===== config.mk =====
export PLATFORM = sky130hd
export DESIGN_NAME = boron_key_sched
export DESIGN_NICKNAME = d
export VERILOG_FILES = /design/src/rtl/boron_pkg.sv /design/src/rtl/boron_gate.sv /design/src/rtl/boron_key_round.sv /design/src/rtl/boron_key_sched.sv
export SDC_FILE = /design/constraint.sdc
export NUM_CORES = 1
export LEC_CHECK = 0
export ABC_AREA = 1
export ABC_CLOCK_PERIOD_IN_PS = 5400
export CAP_MARGIN = 20
export CELL_PAD_IN_SITES_DETAIL_PLACEMENT = 1
export CELL_PAD_IN_SITES_GLOBAL_PLACEMENT = 1
export CORE_MARGIN = 2
export CORE_UTILIZATION = 30
export DETAILED_ROUTE_END_ITERATION = 16
export GPL_TIMING_DRIVEN = 1
export HOLD_SLACK_MARGIN = 0.05
export PLACE_DENSITY_LB_ADDON = 0.1
export SYNTH_ARGS = -nofsm -noshare
export SYNTH_HDL_FRONTEND = slang
export SYNTH_SLANG_ARGS = --single-unit

===== constraint.sdc =====
create_clock -name clk -period 5.4 [get_ports clk]
set_input_delay 0.54 -clock clk [delete_from_list [all_inputs] [get_ports clk]]
set_output_delay 0.54 -clock clk [all_outputs]
set_load 0.01 [all_outputs]

===== src/rtl/boron_pkg.sv =====
// Shared definitions for the BORON key schedule: widths, FSM state type, S-box.
package boron_pkg;

    localparam int RK_W = 64;
    localparam int RC_W = 5;

    typedef enum logic [0:0] {
        ST_IDLE = 1'b0,
        ST_RUN  = 1'b1
    } sched_state_e;

    // BORON 4-bit S-box, element [i] is S(i): {E,4,B,1,7,9,C,A,D,2,0,F,8,5,3,6}
    localparam logic [15:0][3:0] SBOX = {
        4'h6, 4'h3, 4'h5, 4'h8, 4'hF, 4'h0, 4'h2, 4'hD,
        4'hA, 4'hC, 4'h9, 4'h7, 4'h1, 4'hB, 4'h4, 4'hE
    };

    function automatic logic [3:0] sbox_lookup(input logic [3:0] x);
        return SBOX[x];
    endfunction

endpackage


===== src/rtl/boron_gate.sv =====
// BORON S-box cell: one 4-bit substitution.
module boron_gate
    import boron_pkg::*;
(
    input  logic [3:0] x,
    output logic [3:0] y
);

    // Table lookup of the 4-bit substitution
    always_comb begin
        y = sbox_lookup(x);
    end

endmodule


===== src/rtl/boron_key_round.sv =====
// One key-schedule step F(K, rc): rotate left 13, substitute the low nibble(s),
// and fold the round counter into bits 63:59.
module boron_key_round
    import boron_pkg::*;
#(
    parameter int KEY_W = 128
) (
    input  logic [KEY_W-1:0] k,
    input  logic [RC_W-1:0]  rc,
    output logic [KEY_W-1:0] k_next
);

    logic [KEY_W-1:0] rot_s;
    logic [3:0]       sb_lo_s;
    logic [3:0]       sb_hi_s;

    assign rot_s = {k[KEY_W-14:0], k[KEY_W-1:KEY_W-13]};

    boron_gate u_gate_lo (
        .x (rot_s[3:0]),
        .y (sb_lo_s)
    );

    // The 128-bit variant substitutes a second nibble; the 80-bit one passes it through
    if (KEY_W == 128) begin : g_sb_hi
        boron_gate u_gate_hi (
            .x (rot_s[7:4]),
            .y (sb_hi_s)
        );
    end else begin : g_no_sb_hi
        assign sb_hi_s = rot_s[7:4];
    end

    // Assemble the next key from the rotated word and the substituted fields
    always_comb begin
        k_next                          = rot_s;
        k_next[3:0]                     = sb_lo_s;
        k_next[7:4]                     = sb_hi_s;
        k_next[RK_W-1:RK_W-RC_W]        = rot_s[RK_W-1:RK_W-RC_W] ^ rc;
    end

endmodule


===== src/rtl/boron_key_sched.sv =====
// BORON key scheduler: accepts a master key and streams round keys 0..NR
// over a valid/ready handshake, one key per cycle when the consumer is ready.
module boron_key_sched
    import boron_pkg::*;
#(
    parameter int KEY_W = 128,
    parameter int NR    = 25
) (
    input  logic             clk,
    input  logic             reset_n,
    input  logic [KEY_W-1:0] key_in,
    input  logic             key_valid,
    output logic             key_ready,
    input  logic             abort,
    output logic [RK_W-1:0]  rk_out,
    output logic [4:0]       rk_idx,
    output logic             rk_valid,
    input  logic             rk_ready,
    output logic             rk_last,
    output logic             busy
);

    if (!(KEY_W == 80 || KEY_W == 128)) begin : g_bad_key_w
        $error("boron_key_sched: KEY_W must be 80 or 128");
    end
    if (NR < 1 || NR > 31) begin : g_bad_nr
        $error("boron_key_sched: NR must be in 1..31");
    end

    localparam logic [4:0] LAST_IDX = 5'(NR);

    sched_state_e     state_r;
    sched_state_e     state_nxt_s;
    logic [KEY_W-1:0] k_r;
    logic [KEY_W-1:0] k_nxt_s;
    logic [KEY_W-1:0] k_round_s;
    logic [4:0]       idx_r;
    logic [4:0]       idx_nxt_s;
    logic [RC_W-1:0]  rc_s;
    logic             rk_valid_r;
    logic             rk_last_r;
    logic             key_ready_r;
    logic             busy_r;

    assign rc_s = idx_r + 5'd1;

    boron_key_round #(.KEY_W(KEY_W)) u_round (
        .k      (k_r),
        .rc     (rc_s),
        .k_next (k_round_s)
    );

    // Next-state, next-key and next-index decision
    always_comb begin
        state_nxt_s = state_r;
        k_nxt_s     = k_r;
        idx_nxt_s   = idx_r;
        case (state_r)
            ST_IDLE: begin
                if (key_valid) begin
                    state_nxt_s = ST_RUN;
                    k_nxt_s     = key_in;
                    idx_nxt_s   = 5'd0;
                end else begin
                    state_nxt_s = ST_IDLE;
                end
            end
            ST_RUN: begin
                if (abort) begin
                    // The key on offer this cycle counts as delivered; nothing follows
                    state_nxt_s = ST_IDLE;
                    k_nxt_s     = '0;
                    idx_nxt_s   = 5'd0;
                end else if (rk_ready) begin
                    if (idx_r == LAST_IDX) begin
                        state_nxt_s = ST_IDLE;
                    end else begin
                        k_nxt_s   = k_round_s;
                        idx_nxt_s = rc_s;
                    end
                end else begin
                    state_nxt_s = ST_RUN;
                end
            end
            default: begin
                state_nxt_s = ST_IDLE;
                k_nxt_s     = '0;
                idx_nxt_s   = 5'd0;
            end
        endcase
    end

    // State, key, index and registered status outputs
    always_ff @(posedge clk) begin
        if (!reset_n) begin
            state_r     <= ST_IDLE;
            k_r         <= '0;
            idx_r       <= 5'd0;
            rk_valid_r  <= 1'b0;
            rk_last_r   <= 1'b0;
            key_ready_r <= 1'b1;
            busy_r      <= 1'b0;
        end else begin
            state_r     <= state_nxt_s;
            k_r         <= k_nxt_s;
            idx_r       <= idx_nxt_s;
            rk_valid_r  <= (state_nxt_s == ST_RUN);
            rk_last_r   <= (state_nxt_s == ST_RUN) && (idx_nxt_s == LAST_IDX);
            key_ready_r <= (state_nxt_s == ST_IDLE);
            busy_r      <= (state_nxt_s == ST_RUN);
        end
    end

    assign rk_out    = k_r[RK_W-1:0];
    assign rk_idx    = idx_r;
    assign rk_valid  = rk_valid_r;
    assign rk_last   = rk_last_r;
    assign key_ready = key_ready_r;
    assign busy      = busy_r;

endmodule

After elaboration in Yosys (flattened, before gate mapping). Memories as Yosys holds them, arrays and structs flattened. A register that Yosys moved wholly into a read port is not among the register bits. Cells that the tools add are included.

Flip-flop bits (word level): 136. Latch bits: 0. Bits in writable memories: 0. Bits in read-only memories: 128. Output and inout bits: 73. Logic and storage cells: 41. Memories: 2.

Memories: (no name shown) (words 16, width 4, rd ports 1, clocked after memory_dff 1, wr ports 0, RTL line boron_pkg.sv:19) `return SBOX[x];`; (no name shown) (words 16, width 4, rd ports 1, clocked after memory_dff 1, wr ports 0, RTL line boron_pkg.sv:19).

Add/sub/neg operators: 1. $mul: 0. Divide/modulo/power cells: 0. $lt $le $gt $ge: 2. Eq/ne operators: 5. Shifts and indexed selects: 0. Mux-type cells: 21. Bitwise operators: 3. Reductions and logical operators: 2.

Operators with widths (count): two-way mux 128 bit (4); case mux 128 bit (2 select lines) (1); two-way mux 4 bit (6); two-way mux 5 bit (4); == test 5 bit (second input constant) (2); less-than comparator 4 x 5 -> 1 bit (second input constant) (2); case mux 5 bit (2 select lines) (1); inequality test 3 bit (second input constant) (2); adder 5 x 1 -> 5 bit (second input constant) (1); bitwise XOR 5 bit (1); two-way mux 1 bit (4); AND reduction 3 bit (1); inequality test 2 bit (second input constant) (1); NOT 1 bit (2); case mux 1 bit (2 select lines) (1); logical AND 1 bit (1).

Depth between registers and ports, before layout.
Depth after elaboration: 8. Mapped depth: 17. Mapped depth without buffers: 17.

Hierarchy. A second synthesis with hierarchy kept.

Cell total of the unflattened synthesis: 1052. Area total of the unflattened synthesis: 7916.3 sq um.

By module, submodules not included: boron_key_sched (times used 1, cells each 848, area an instance 6653.9 sq um, seq. area each 2722.6 sq um); boron_key_round (times used 1, cells each 140, area an instance 957.2 sq um, seq. area each 0.0 sq um); boron_gate (times used 2, cells each 32, area an instance 152.6 sq um, seq. area each 0.0 sq um).

Worst setup path before layout. OpenSTA, ideal clock, no wires.

Path type: reg-to-reg. Start: register idx_r[1], in the netlist rk_idx[1]. End: register u_round.g_sb_hi.u_gate_hi.y[0] (netlist name). Library setup time: 112 ps. Data arrival time: 1948 ps. Required time: 5288 ps. Path slack: 3339 ps. Stages on the path, launching flop included: 18. Clock period less this slack: 2061 ps. Cells stage by stage: dfxtp_1 -> inv_1 -> ha_1 -> nand2_1 -> inv_1 -> nand3_4 -> nand3_4 -> buf_8 -> nand2_2 -> nand2_1 -> nor2_1 -> inv_1 -> ha_1 -> inv_1 -> nand2_1 -> nand2_1 -> nand2_1 -> nand2_1.

RTL lines: from (decl) (RTL line boron_key_sched.sv:37) `logic [4:0] idx_r;`; from (signal assigned) (RTL line boron_key_sched.sv:106) `idx_r <= idx_nxt_s;`.

==> impl_metrics.py <==
metrics = {
    "power_and_ir_drop": {
        "switching_share_pct": 28.69,
        "clkPwrFrac_pct": 39.1,
        "p_per_area_mw_per_mm2": 318.6,
        "pwr-share-seq_pct": 42.1,
        "p_sw_uw": 849.3,
        "intPower_uw": 2111,
        "static-leakage-power_uw": 0.003679,
        "combPwrFrac_pct": 18.7,
        "peakVddDrop_mv": 0.1928,
    },
    "sta": {
        "fmax_mhz": 272.5,
        "setup_viol": 0,
        "worst_pin_slew_ns": 0.9097,
        "final.setup.tns_ns": 0,
        "rsz0062_at_grt": "no",
        "layout_setup_ws_ns": 1.730,
        "fin_skew_ns": 0.008415,
        "maxSlewViolCount": 0,
        "fin_crit_sh_pct": 67.97,
        "post-route-min-period_ns": 3.670,
        "hold_violations": 0,
        "relSlewSlack_pct": 39.35,
    },
    "routing": {
        "routed_via_density": 4.800,
        "dr.pass1.iters": 5,
        "drt_iter0_markers": 393,
        "wl_per_cell_um": 17.26,
        "num_vias": 6687,
        "drc": 0,
        "ant_nets": 0,
        "wl_mm": 24.04,
    },
    "logic_synthesis": {
        "ys_seq_area_share_pct": 40.41,
        "ys_async_sr_fraction_pct": 0,
        "ys_dominant_reg_cell": "dfxtp_1",
        "yosys_register_bits": 144,
        "yosys_warnings": 0,
        "synth_area_mm2": 0.007134,
        "synth_edf_count": 0,
        "avgSynthCellArea_um2": 7.363,
        "ys_types": 31,
        "syn-num-nets": 1108,
        "syn_inst": 969,
    },
    "floorplanning": {
        "dieArea_mm2": 0.02503,
        "coreArea_mm2": 0.02340,
        "io_pins": 206,
        "die_w_um": 158.2,
        "start_util_pct": 30.49,
        "chipHeight_um": 158.2,
        "rows": 56,
    },
    "grt": {
        "busiest_layer": "met2",
        "grt_pass1_vias": 6460,
        "grt_pass1_wl_mm": 36.73,
        "grt_max_degree": 126,
        "antenna_found_initial": 0,
        "overflow": 0,
        "use_met2_pct": 30.08,
        "use_met3_pct": 3.367,
        "grt_util_met1_pct": 27.29,
        "grt_usage_pct": 19.21,
    },
    "cts": {
        "cts_buffer_depth": 2,
        "ctsResizeCount": 0,
        "postCtsHoldBufs": 0,
        "h-tree-depth": 4,
        "cts-root-buf": "clkbuf_16",
        "clock_sinks": 144,
        "cts_tree": "done",
        "clock_latency_ns": 0.42,
        "postCtsSetupRepairBufs": 0,
        "numCtsBuffers": 17,
        "cts.clk_slew.worst_paths_ns": 0.06,
    },
    "worst_setup_path": {
        "worstPathArrival_ns": 4.02,
        "crit_path_end_kind": "flip-flop",
        "crit_type": "reg2reg",
        "required_ns": 5.75,
        "start_kind": "flip-flop",
        "cp_max_fo": 125,
    },
    "finish": {
        "antenna-diode-count": 0,
        "drive_above_1_share_pct": 5.400,
        "area_growth_pct": 30.22,
        "final_nets": 1200,
    },
    "place": {
        "hpwl_mm": 17.17,
        "post-place-ws_ns": 1.746,
        "gp_congestion": 0.7774,
        "port_buffers": 205,
    },
    "min_path": {
        "min_path_type": "reg2reg",
    },
    "run_status": {
        "outcome": "complete, no violations",
    },
    "job": {
        "maxCapViolCount": 0,
    },
}
## metal layers
| layer | wire length, um | share of wire [%] |
|---|---|---|
| met3 | 1273 | 5.3 |
| met1 | 11700 | 49 |
| met4 | 245 | 1.0 |
| met2 | 10820 | 45 |
| met5 | 0 | 0 |
## layout by cell type (no fill, tap or decap), types with 4 or more instances in the layout
cell type and count:
nand2_2 4, nand2_1 312, ha_1 6, clkinv_2 5
o21ai_1 103, nand4_1 5, inv_1 33, clkbuf_16 17
clkdlybuf4s50_1 204, nor2_1 12, clkinv_4 5, nand3_1 39
xor2_1 4, a31oi_1 116, a21oi_1 9, dfxtp_1 144
o21ai_0 21, nand2_4 5, buf_4 5
## worst paths after layout
kind                                                      from  slack [ns]  cells past startpoint  endpoint
worst max-delay path                                      busy        1.73                      7   k_r[96]
worst min-delay path            u_round.g_sb_hi.u_gate_hi.y[0]        0.47                      2    k_r[4]
worst max register to register                            busy        1.73                      7   k_r[96]
worst min register to register  u_round.g_sb_hi.u_gate_hi.y[0]        0.47                      2    k_r[4]
## synthesized netlist by cell type, types with 4 or more instances
| cell | count | area share [%] |
|---|---|---|
| a21oi_1 | 9 | 0.63 |
| nand2_2 | 4 | 0.35 |
| a31oi_1 | 116 | 10 |
| xor2_1 | 4 | 0.49 |
| nor2_1 | 12 | 0.63 |
| ha_1 | 6 | 1.1 |
| nand2_4 | 5 | 0.79 |
| nand4_1 | 5 | 0.44 |
| buf_6 | 16 | 2.5 |
| clkbuf_1 | 34 | 1.8 |
| o21ai_0 | 21 | 1.5 |
| buf_4 | 66 | 6.9 |
| dfxtp_1 | 144 | 40 |
| buf_2 | 20 | 1.4 |
| o21ai_1 | 103 | 7.2 |
| inv_1 | 33 | 1.7 |
| nand2_1 | 312 | 16 |
| nand3_1 | 39 | 2.7 |
## cell families after synthesis
logic type,after synthesis,share of synthesized area (%)
AO/OA/AOI/OAI,253,19.94
XOR/XNOR,5,0.6138
adder cells (fa/ha/maj),6,1.052
buffers and inverters,172,14.78
flip-flops,144,40.41
AND/OR/NAND/NOR,389,23.20
## worst max-delay path, stage by stage, from the launching register on
cell and delay [ns]:
dfxtp_1 0.66, inv_4 0.44, nand2_1 0.53, nand3_4 0.36, inv_6 0.72, buf_12 0.43, o21ai_1 0.12, a31oi_1 0.18
## state kept, by name, indices dropped and copies added (netlist names)
| register | flops |
|---|---|
| key_ready | 1 |
| k_r | 128 |
| u_round.g_sb_hi.u_gate_hi.y | 4 |
| rk_last | 1 |
| rk_idx | 5 |
| busy | 1 |
| u_round.sb_lo_s | 4 |
## final cells by class
type,count,area [um2]
Clock buffer,18,429.2
Sequential cell,144,2883
Multi-Input combinational cell,653,3197
Clock inverter,14,143.9
Fill cell,2908,14110
Timing Repair Buffer,210,2100
Tap cell,319,399.1
Inverter,35,138.9
## power by group through the flow
stage	sequential, uW	clock, uW	combinational, uW
after global placement	1270	0	554
after detailed placement	1270	0	558
after global routing	1260	1230	619
final	1250	1160	555
after CTS	1250	1180	561
after floorplan	1240	0	382
## through the flow
step           hold slack [ns]  util (%)  instances  instance area, um2  power (uW)
2_1_floorplan           0.4457         -        969                7134        1618
3_3_place_gp            0.4521     37.25       1361                8717        1825
3_5_place_dp            0.4601     37.25       1361                8717        1829
4_1_cts                 0.4740     39.70       1393                9290        2993
5_1_grt                 0.4978     39.70       1393                9290        3111
6_report                0.4659     39.70       1393                9290        2960
No activity file was read; power rests on OpenSTA's default activity.
